==> src/rtl/lock_ctrl_fsm.sv <==
// Keypad lock controller: sequences entry/store/compare phases, counts failures, times lockout.
// Latency: Moore outputs one cycle after the deciding input edge; CHECK adds one cycle before lockout.
// Backpressure: none; level buttons are held by the user, checker pulses are sampled only in RESULT.
module lock_ctrl_fsm #(
    parameter int MAX_ATTEMPTS   = 3,
    parameter int SLEEP_CYCLES   = 1000,
    parameter int UNLOCK_CYCLES  = 50,
    parameter int TIMEOUT_CYCLES = 500,
    parameter int AW             = $clog2(MAX_ATTEMPTS + 1)
) (
    input  logic          clk,
    input  logic          system_reset_n,
    input  logic          inputButton,
    input  logic          storeButton,
    input  logic          submitButton,
    input  logic          correct_password,
    input  logic          invalid_password,
    output logic          input_value,
    output logic          store_value,
    output logic          store_password,
    output logic          compare,
    output logic          unlock,
    output logic          locked_out,
    output logic [AW-1:0] attempts_left
);

    // The shared timer only ever needs to hold the largest reload value (limit - 1).
    localparam int TMAX_A = (SLEEP_CYCLES > UNLOCK_CYCLES) ? SLEEP_CYCLES : UNLOCK_CYCLES;
    localparam int TMAX   = (TMAX_A > TIMEOUT_CYCLES) ? TMAX_A : TIMEOUT_CYCLES;
    localparam int TW     = (TMAX > 1) ? $clog2(TMAX) : 1;

    localparam logic [AW-1:0] MAX_A    = AW'(MAX_ATTEMPTS);
    localparam logic [TW-1:0] T_TMO    = TW'(TIMEOUT_CYCLES - 1);
    localparam logic [TW-1:0] T_UNLOCK = TW'(UNLOCK_CYCLES - 1);
    localparam logic [TW-1:0] T_SLEEP  = TW'(SLEEP_CYCLES - 1);

    typedef enum logic [3:0] {
        S_IDLE       = 4'd0,
        S_INPUT      = 4'd1,
        S_WAIT_INPUT = 4'd2,
        S_COMPARE    = 4'd3,
        S_RESULT     = 4'd4,
        S_UNLOCK     = 4'd5,
        S_CHECK      = 4'd6,
        S_SLEEP      = 4'd7,
        S_STORE      = 4'd8,
        S_WAIT_STORE = 4'd9,
        S_STORE_PW   = 4'd10
    } state_t;

    state_t        state_q, state_d;
    logic [AW-1:0] fail_q, fail_d;
    logic [TW-1:0] timer_q, timer_d;
    logic [TW-1:0] timer_dec;
    logic [AW-1:0] fail_inc;
    logic          timer_zero;

    assign timer_dec  = timer_q - TW'(1);
    assign timer_zero = (timer_q == '0);
    // Failure count saturates so a stuck checker cannot wrap the counter.
    assign fail_inc   = (fail_q >= MAX_A) ? MAX_A : fail_q + AW'(1);

    // State, failure counter and shared timer registers.
    always_ff @(posedge clk or negedge system_reset_n) begin
        if (!system_reset_n) begin
            state_q <= S_IDLE;
            fail_q  <= '0;
            timer_q <= '0;
        end else begin
            state_q <= state_d;
            fail_q  <= fail_d;
            timer_q <= timer_d;
        end
    end

    // Next-state, counter and timer decisions.
    always_comb begin
        state_d = state_q;
        fail_d  = fail_q;
        timer_d = timer_q;
        case (state_q)
            S_IDLE: begin
                if (inputButton)      state_d = S_INPUT;
                else if (storeButton) state_d = S_STORE;
            end
            S_INPUT: begin
                if (!inputButton) begin
                    state_d = S_WAIT_INPUT;
                    timer_d = T_TMO;
                end
            end
            S_WAIT_INPUT: begin
                if (submitButton)     state_d = S_COMPARE;
                else if (inputButton) state_d = S_INPUT;
                else if (timer_zero)  state_d = S_IDLE;  // abandoned entry, not a failure
                else                  timer_d = timer_dec;
            end
            S_COMPARE: begin
                if (!submitButton) begin
                    state_d = S_RESULT;
                    timer_d = T_TMO;
                end
            end
            S_RESULT: begin
                // A mismatch beats a simultaneous match; a silent checker counts as a mismatch.
                if (invalid_password || (!correct_password && timer_zero)) begin
                    state_d = S_CHECK;
                    fail_d  = fail_inc;
                end else if (correct_password) begin
                    state_d = S_UNLOCK;
                    fail_d  = '0;
                    timer_d = T_UNLOCK;
                end else begin
                    timer_d = timer_dec;
                end
            end
            S_UNLOCK: begin
                if (timer_zero) state_d = S_IDLE;
                else            timer_d = timer_dec;
            end
            S_CHECK: begin
                if (fail_q >= MAX_A) begin
                    state_d = S_SLEEP;
                    timer_d = T_SLEEP;
                end else begin
                    state_d = S_IDLE;
                end
            end
            S_SLEEP: begin
                if (timer_zero) begin
                    state_d = S_IDLE;
                    fail_d  = '0;
                end else begin
                    timer_d = timer_dec;
                end
            end
            S_STORE: begin
                if (!storeButton) begin
                    state_d = S_WAIT_STORE;
                    timer_d = T_TMO;
                end
            end
            S_WAIT_STORE: begin
                if (storeButton)       state_d = S_STORE;
                else if (submitButton) state_d = S_STORE_PW;
                else if (timer_zero)   state_d = S_IDLE;
                else                   timer_d = timer_dec;
            end
            S_STORE_PW: begin
                if (!submitButton) state_d = S_IDLE;
            end
            default: state_d = S_IDLE;
        endcase
    end

    // Moore output decode from the state register only.
    always_comb begin
        input_value    = 1'b0;
        store_value    = 1'b0;
        store_password = 1'b0;
        compare        = 1'b0;
        unlock         = 1'b0;
        locked_out     = 1'b0;
        case (state_q)
            S_INPUT:    input_value    = 1'b1;
            S_STORE:    store_value    = 1'b1;
            S_STORE_PW: store_password = 1'b1;
            S_COMPARE:  compare        = 1'b1;
            S_UNLOCK:   unlock         = 1'b1;
            S_SLEEP:    locked_out     = 1'b1;
            default: ;
        endcase
    end

    assign attempts_left = MAX_A - fail_q;

endmodule

==> config.mk <==
export PLATFORM = sky130hd
export DESIGN_NAME = lock_ctrl_fsm
export DESIGN_NICKNAME = d
export VERILOG_FILES = /design/src/rtl/lock_ctrl_fsm.sv
export SDC_FILE = /design/constraint.sdc
export NUM_CORES = 1
export LEC_CHECK = 0
export CORE_MARGIN = 4
export CORE_UTILIZATION = 60
export DETAILED_ROUTE_END_ITERATION = 8
export GPL_TIMING_DRIVEN = 1
export HOLD_SLACK_MARGIN = 0.08
export PLACE_DENSITY = 0.85
export SLEW_MARGIN = 20
export SYNTH_ARGS = -nofsm -noshare
export SYNTH_HDL_FRONTEND = slang
export SYNTH_SLANG_ARGS = --single-unit
==> constraint.sdc <==
create_clock -name clk -period 5.2 [get_ports clk]
set_input_delay 0.52 -clock clk [delete_from_list [all_inputs] [get_ports clk]]
set_output_delay 0.52 -clock clk [all_outputs]
set_load 0.02 [all_outputs]
==> qor.txt, run 1 <==
Status -> finished, final reports clean
Total number of vias -> 1353
Post-DRT Antenna Nets -> 0
Detailed Route WL -> 3190 um
DR pass1 iterations -> 5
Setup crit start kind -> flop
Final Skew -> 0.00352 ns
Setup Crit Path Kind -> flop to output port
Most used flip-flop cell after synthesis -> dfrtp_1
Register area share after synthesis -> 0.308
Post-CTS resize count -> 0
R2R Setup Slk -> 2.74 ns
Clock buffer depth -> 2
Tcrit/Tclk final -> 0.499
Post-Syn Nets -> 180
Relative slew slack -> 0.502
Pins Over Slew Limit -> 0
Layout area overhead -> 10.8%
Initial Util -> 0.650
Chip Height -> 54.6 um
Final Setup Violations -> 0
FILL cells -> 168
Clk_lat worst skew -> 0.28 ns
Drt initial violations -> 81
Synth warn -> 0
Total Die Area -> 2980 sq um
Average cell area after synthesis -> 7.61 sq um
Total track usage -> 0.248
I/O Buffers -> 14
Fin crit period -> 2.59 ns
DRC errors left -> 0
RD Place Congestion -> 0.942
Max VDD drop -> 0.000451 V
Vias/cell -> 6.67
First-pass GRT wire length -> 5340 um
Number of global-route vias before repair -> 1180
Layout cells sized above 1 -> 0.0568
Setup Total Neg Slack -> 0 ns
Commonest non-fill, non-tap cell in the layout -> nor2_1
Initial antenna violation count -> 0
H-tree levels -> 1
Post-synth EDFFs -> 0
Clock-pin slew on the worst setup and hold paths -> 0.08 ns
Placeable Area -> 2000 sq um
DIE WIDTH -> 54.6 um
Yosys reg bits -> 16
Leakage Power -> 0.541 nW
Synthesized area -> 1300 sq um
Worst Setup End Kind -> output port
Drt wl/cell -> 15.7 um
Final Hold Fails -> 0
FMAX -> 386 MHz
Root Buffer -> clkbuf_4
Grt total ovfl -> 0
DP HPWL -> 2300 um
CTS buffer count -> 3
Clock Sinks -> 16
Most frequent cells in the layout -> nor2_1, o21ai_0, a21oi_1, dfrtp_1, clkdlybuf4s50_1
Buffer count from post-CTS setup fixing -> 0
Netlist cell types -> 46
Type of the worst min-delay path -> flop to flop
Placed insts -> 200
Pwr dens -> 630 nW/um^2
Mapped Cells -> 171
Largest net degree at the start of global routing -> 23
Antenna cells -> 0
RSZ-0062 raised after global routing -> false
Final #Nets -> 187
Worst-Margin Slew -> 0.744 ns
Hold buffers post-CTS -> 0
Critical Path Fanout Max -> 22
FP Rows -> 16
CP Data Arrival Time -> 2.07 ns
Final cell count without fillers -> 203
MaxCap Viol Count -> 0
Ports -> 15
CTS tree -> built
Ys async rst share -> 1.00
CP required -> 4.68 ns
==> cells by family (layout without fill, tap and decap cells) <==
group,Yosys count,in the layout,synth area share
AO/OA/AOI/OAI,65,65,0.323
AND/OR/NAND/NOR,65,65,0.258
buffers and inverters,20,25,0.0663
flip-flops,16,16,0.308
multiplexers,3,3,0.0260
adder cells (fa/ha/maj),2,2,0.0192
==> worst paths after layout <==
path,startpoint,cells past startpoint,endpoint
max in group asynchronous,system_reset_n,1,timer_q[7]
max,state_q[2],3,locked_out
min,timer_q[1],2,timer_q[1]
min reg2reg,timer_q[1],2,timer_q[1]
min in group asynchronous,system_reset_n,1,timer_q[0]
max reg2reg,state_q[3],6,timer_q[2]
==> stage by stage <==
step           hold slack (ns)  utilization  cell area [sq um]  setup WS [ns]  power, mW
4_1_cts                  0.515        0.720               1440           2.62      0.902
2_1_floorplan            0.224            -               1300           3.07      0.721
6_report                 0.508        0.720               1440           2.61      0.907
5_1_grt                  0.573        0.720               1440           2.45      0.998
3_5_place_dp             0.493        0.709               1420           2.61      0.837
3_3_place_gp             0.494        0.709               1420           2.69      0.816
==> state kept, by name (all words and copies together), names as in the netlist <==
| name | flops |
|---|---|
| timer_q | 10 |
| state_q | 4 |
| fail_q | 2 |
==> layout make-up <==
type | instances | area, sq um | area share
multi-input combinational | 135 | 815 | 0.565
inverter | 8 | 30.0 | 0.0208
tap | 27 | 33.8 | 0.0234
sequential | 16 | 400 | 0.278
timing repair buffer | 14 | 140 | 0.0972
clock buffer | 3 | 22.5 | 0.0156
==> synthesized netlist by cell type (3+ instances only) <==
master	n	area, sq um
clkbuf_1	9	33.8
o21ai_0	18	90.1
mux2_2	3	33.8
inv_1	8	30.0
a31oi_1	6	37.5
nor2_1	20	75.1
nor3_1	10	50.1
nand3_1	5	25.0
a21oi_1	16	80.1
nand2_1	11	41.3
nand2b_1	5	31.3
dfrtp_1	16	400
==> critical path, stage by stage (launching register included) <==
cell and delay [ns]:
dfrtp_1 0.74, nand2b_1 0.26, nor2_1 0.17, clkdlybuf4s50_1 0.62
==> layer usage <==
| layer | GRT usage | vias to the layer above | share of wire |
|---|---|---|---|
| met1 | 0.323 | 618 | 0.42 |
| li1 | - | 649 | - |
| met5 | 0 | - | 0 |
| met4 | 0.0871 | 0 | 0.018 |
| met2 | 0.412 | 76 | 0.49 |
| met3 | 0.0409 | 10 | 0.075 |
==> report_power, final <==
group          switching [mW]  leakage (nW)  internal [mW]
Clock                  0.0350        0.0138         0.0269
Sequential              0.113         0.192          0.180
Combinational           0.320         0.335          0.232
Total                   0.468         0.541          0.439
Note: power is estimated with default switching activity, not from simulation.
==> run 2, diff against run 1 <==
CORE_UTILIZATION = 50   (was 60)
PLACE_DENSITY = 0.75   (was 0.85)
clock period = 2.25 ns   (was 5.2 ns; I/O delays follow)
==> run 2 against run 1 <==
Compared with the run above:
- critical path type is now flop to flop
- first-iteration DRC count up 64%
- final cell count up 11%
- total power rose to 2.8 times the previous value
==> qor.txt, run 2 (synthesis gave the netlist of run 1 again) <==
Final #Nets -> 205
Fin crit period -> 2.17 ns
FP Rows -> 18
CTS tree -> built
DR pass1 iterations -> 5
First-pass GRT wire length -> 6100 um
Pins Over Slew Limit -> 0
Most frequent cells in the layout -> nor2_1, o21ai_0, buf_4, a21oi_1, dfrtp_1
Root Buffer -> clkbuf_4
Final Skew -> 0.00952 ns
Total track usage -> 0.227
Layout cells sized above 1 -> 0.205
H-tree levels -> 1
Post-DRT Antenna Nets -> 0
Tcrit/Tclk final -> 0.967
Clock Sinks -> 16
Metal-1 WL -> 1570 um
Largest registers -> timer_q x10, state_q x4, fail_q x2
Setup crit start kind -> flop
RSZ-0062 raised after global routing -> true
Hold buffers post-CTS -> 0
FMAX -> 460 MHz
Leakage Power -> 0.664 nW
Critical Path Fanout Max -> 5
Final worst slack -> 0.0753 ns
CP required -> 2.43 ns
Worst slack at placement -> -0.0389 ns
Total Die Area -> 3480 sq um
Initial Util -> 0.525
Relative slew slack -> 0.488
Worst-Margin Slew -> 0.766 ns
CP Data Arrival Time -> 2.36 ns
Drt initial violations -> 133
RD Place Congestion -> 0.866
Drt wl/cell -> 18.1 um
Status -> finished, final reports clean
Fin util -> 0.670
DRC errors left -> 0
CTS buffer count -> 3
Highest routing layer actually used -> met4
MaxCap Viol Count -> 0
DIE WIDTH -> 59.0 um
Reg2Reg Depth -> 8
Reg with most FFs -> timer_q
Grt total ovfl -> 0
I/O Buffers -> 14
Largest net degree at the start of global routing -> 21
Max FFs per register -> 10
Ports -> 15
Commonest non-fill, non-tap cell in the layout -> nor2_1
Antenna cells -> 0
Clk_lat worst skew -> 0.30 ns
Chip Height -> 59.0 um
Detailed Route WL -> 4070 um
Max VDD drop -> 0.000977 V
Clock buffer depth -> 2
Vias/cell -> 6.67
Number of global-route vias before repair -> 1376
Setup Crit Path Kind -> flop to flop
DP HPWL -> 2620 um
Placeable Area -> 2480 sq um
Met3 Wirelength -> 292 um
Met2 routed WL -> 2080 um
Final Setup Violations -> 0
Pwr dens -> 1500 nW/um^2
Final Hold Fails -> 0
Clock-pin slew on the worst setup and hold paths -> 0.11 ns
Type of the worst min-delay path -> input port to async pin
Worst Setup End Kind -> flop
Layout area overhead -> 27.6%
Initial antenna violation count -> 0
Total number of vias -> 1500
## run 2: cell count changes in the layout (fill, tap and decap cells not counted), moves of 2 or more
cell / previous run / this run
a21oi_1: 16 / 14
buf_4: 0 / 16
dfrtp_1: 16 / 14
dfrtp_2: 0 / 2
inv_1: 8 / 6
inv_2: 0 / 2
## run 2: repair_timing
item                       4_1_cts  5_1_grt
resized for setup                3       15
pin swaps                        2        3
cloned                           0        2
setup buffers                    0        1
setup endpoints to repair        8       18
## run 2: layout make-up
cell class              instances  area (sq um)
multi-input cells             137           891
fillers                       204           817
flip-flops and latches         16           403
repair buffers                 30           263
well taps                      30          37.5
clock buffers                   4          36.3
inverters                       8          30.0
## run 2: final timing paths
path / startpoint / endpoint / slack, ns
min reg2reg: timer_q[1] / timer_q[1] / 0.55
max: timer_q[1] / timer_q[5] / 0.08
min: system_reset_n / fail_q[0] / 0.36
max reg2reg: timer_q[1] / timer_q[5] / 0.08
min in group clk: timer_q[1] / timer_q[1] / 0.55
max in group asynchronous: system_reset_n / state_q[2] / 1.37
## run 2: report_power, final
group | switching (mW) | internal [mW]
clock | 0.102 | 0.0986
sequential | 0.190 | 0.421
combinational | 0.986 | 0.699
total | 1.28 | 1.22
## run 2: critical path, cell delays in order (launching register included)
cell,delay [ns]
dfrtp_1,0.41
inv_2,0.09
ha_4,0.12
or4b_4,0.46
or3_4,0.38
o22a_2,0.25
nand3_4,0.13
a21oi_2,0.04
o22a_1,0.17
## run 2: metrics by stage
step	hold slack [ns]	total power, mW	instance area (sq um)	setup TNS (ns)	cells
finish	0.364	2.50	1660	0	225
detailed placement	0.509	2.04	1540	-0.163	218
global placement	0.496	2.00	1540	-0.0122	218
CTS	0.379	2.29	1590	0	222
floorplan	-0.0706	1.67	1300	0	171
global route	0.399	2.68	1660	-0.00196	225
## run 2: routing by layer
metal  global-route usage  up-vias
met5                    0        -
met4               0.0906        0
met3               0.0414       16
met2                0.402       94
met1                0.268      701
li1                     -      689
==> run 3, diff against run 2 <==
CORE_MARGIN = 2   (was 4)
==> run 3 against run 2 <==
Compared with the run above:
- clock skew down 0.0023 ns
- sequential cell count is the same
- critical endpoint is now fail_q[0]
- sequential share of layout area rose by 0.70 points
- setup slack got worse by 0.032 ns
- core utilization shrank 1.7 points
- final area down 2.5%
- total power fell by 4.6%
- clock-buffer cell count did not move
- die area decreased by 13%
- maximum frequency fell by 1.4%
- clock power fell by 3%
- register-to-register slack lost 0.03 ns
==> qor.txt, run 3 (synthesis gave the netlist of run 1 again) <==
Status -> finished, final reports clean
CP max stage cell -> or4b_4
Drt wl/cell -> 16.8 um
Placeable Area -> 2480 sq um
Internal power -> 1.18 mW
DIE WIDTH -> 55.0 um
Grt total ovfl -> 0
Fin crit period -> 2.21 ns
FP Rows -> 18
Min Hold Slack -> 0.367 ns
Setup Total Neg Slack -> 0 ns
Initial Util -> 0.525
Switching share of power -> 0.504
Leakage Power -> 0.633 nW
Final #Nets -> 204
Reg2Reg Depth -> 9
DP HPWL -> 2700 um
Final instance area -> 1620 sq um
Post-DRT Antenna Nets -> 0
CTS tree -> built
CP required -> 2.46 ns
Commonest non-fill, non-tap cell in the layout -> nor2_1
Pwr dens -> 1470 nW/um^2
Largest registers -> timer_q x10, state_q x4, fail_q x2
Switching power -> 1.20 mW
I/O Buffers -> 14
Number of global-route vias before repair -> 1233
Worst R2R Start -> timer_q[0]
Layout area overhead -> 24.4%
Worst-Margin Slew -> 0.753 ns
Root Buffer -> clkbuf_4
Clk_lat worst skew -> 0.29 ns
CP Data Arrival Time -> 2.41 ns
FILL cells -> 220
Initial antenna violation count -> 0
Hold buffers post-CTS -> 0
Setup Crit Path Kind -> flop to flop
H-tree levels -> 1
MaxCap Viol Count -> 0
Largest net degree at the start of global routing -> 21
Critical Path Fanout Max -> 3
DRC errors left -> 0
Type of the worst min-delay path -> input port to async pin
Tcrit/Tclk final -> 0.981
Worst Setup End Kind -> flop
Detailed Route WL -> 3760 um
Reg with most FFs -> timer_q
Max FFs per register -> 10
Total track usage -> 0.247
Pins Over Slew Limit -> 0
Total Die Area -> 3030 sq um
Final Setup Violations -> 0
Buffer count from post-CTS setup fixing -> 0
RD Place Congestion -> 0.943
CTS buffer count -> 3
Final Skew -> 0.00726 ns
Clock buffer depth -> 2
Most frequent cells in the layout -> nor2_1, o21ai_0, buf_4, a21oi_1, clkdlybuf4s50_1
R2R Setup Slk -> 0.04 ns
Setup crit start kind -> flop
Ports -> 15
Sequential fraction of design power -> 0.263
Final Hold Fails -> 0
Chip Height -> 55.0 um
First-pass GRT wire length -> 5400 um
Clock-pin slew on the worst setup and hold paths -> 0.10 ns
Total number of vias -> 1453
Drt initial violations -> 71
CP cell instances -> inv_2 > ha_1 > or4b_4 > o41a_1 > buf_4 > or2_2 > a21oi_1 > nand2_1 > o21ai_0
Share of power burned in the clock network -> 0.081
Dpl cell area -> 1540 sq um
Layout cells sized above 1 -> 0.196
Vias/cell -> 6.49
Reg-to-reg critical path endpoint -> fail_q[0]
Max VDD drop -> 0.00106 V
Total Power -> 2.38 mW
Slowest stage delay, CP -> 0.47 ns
Logic pwr share -> 0.656
Antenna cells -> 0
Relative slew slack -> 0.497
Clock Sinks -> 16
FMAX -> 453 MHz
Placed insts -> 219
DR pass1 iterations -> 5
Final cell count without fillers -> 224
==> run 3: cell types whose count changed in the layout (fill, tap and decap cells not counted), sizes merged <==
cell / before / now
clkdlybuf4s50: 13 / 14
dlymetal6s2s: 1 / 0
nand3: 8 / 7
==> run 3: area by class of cell <==
cell class	instances	area [sq um]	area share
clock buffer	4	36.3	0.0224
inverter	8	30.0	0.0185
multi-input combinational	136	851	0.526
sequential	16	404	0.250
tap	30	37.5	0.0232
timing repair buffer	30	260	0.161
==> run 3: critical path: cells and delay by family, from the launching register on <==
kind	cells	cell delay, ns
flip-flops	1	0.41
AND/OR/NAND/NOR	3	0.82
adder cells (fa/ha/maj)	1	0.13
AO/OA/AOI/OAI	3	0.54
buffers and inverters	2	0.22
==> run 3: what timing repair did <==
item	4_1_cts	5_1_grt
hold endpoints to repair	0	0
pin swaps	1	1
endpoints found under the setup margin	4	17
gates resized for setup	2	9
gates cloned	0	1
==> run 3: per-layer routing <==
layer	vias up	GRT usage	part of all wire
li1	687	-	-
met1	667	0.283	0.39
met2	81	0.450	0.51
met3	18	0.0538	0.067
met4	0	0.0854	0.030
met5	-	0	0
==> run 3: power groups by stage <==
| stage | clock network (mW) | registers, mW | logic (mW) |
|---|---|---|---|
| 2_1_floorplan | 0 | 0.503 | 1.16 |
| 3_3_place_gp | 0 | 0.605 | 1.40 |
| 3_5_place_dp | 0 | 0.613 | 1.45 |
| 4_1_cts | 0.195 | 0.606 | 1.49 |
| 5_1_grt | 0.207 | 0.641 | 1.71 |
| 6_report | 0.194 | 0.626 | 1.56 |
==> run 3: worst max path at each step <==
stage,startpoint,end,slack [ns],cells past startpoint
floorplan,timer_q[0],state_q[0],0.12,6
global placement,submitButton,state_q[3],0.06,7
detailed placement,submitButton,state_q[0],-0.01,7
CTS,timer_q[1],timer_q[5],0.01,8
global route,timer_q[0],timer_q[5],-0.02,8
finish,timer_q[0],fail_q[0],0.04,9
==> run 3: per-stage QoR <==
step | util | setup WS (ns)
after floorplan | - | 0.120
after global placement | 0.623 | 0.0563
after detailed placement | 0.623 | -0.0131
after CTS | 0.642 | 0.0144
after global routing | 0.654 | -0.0200
final | 0.654 | 0.0434
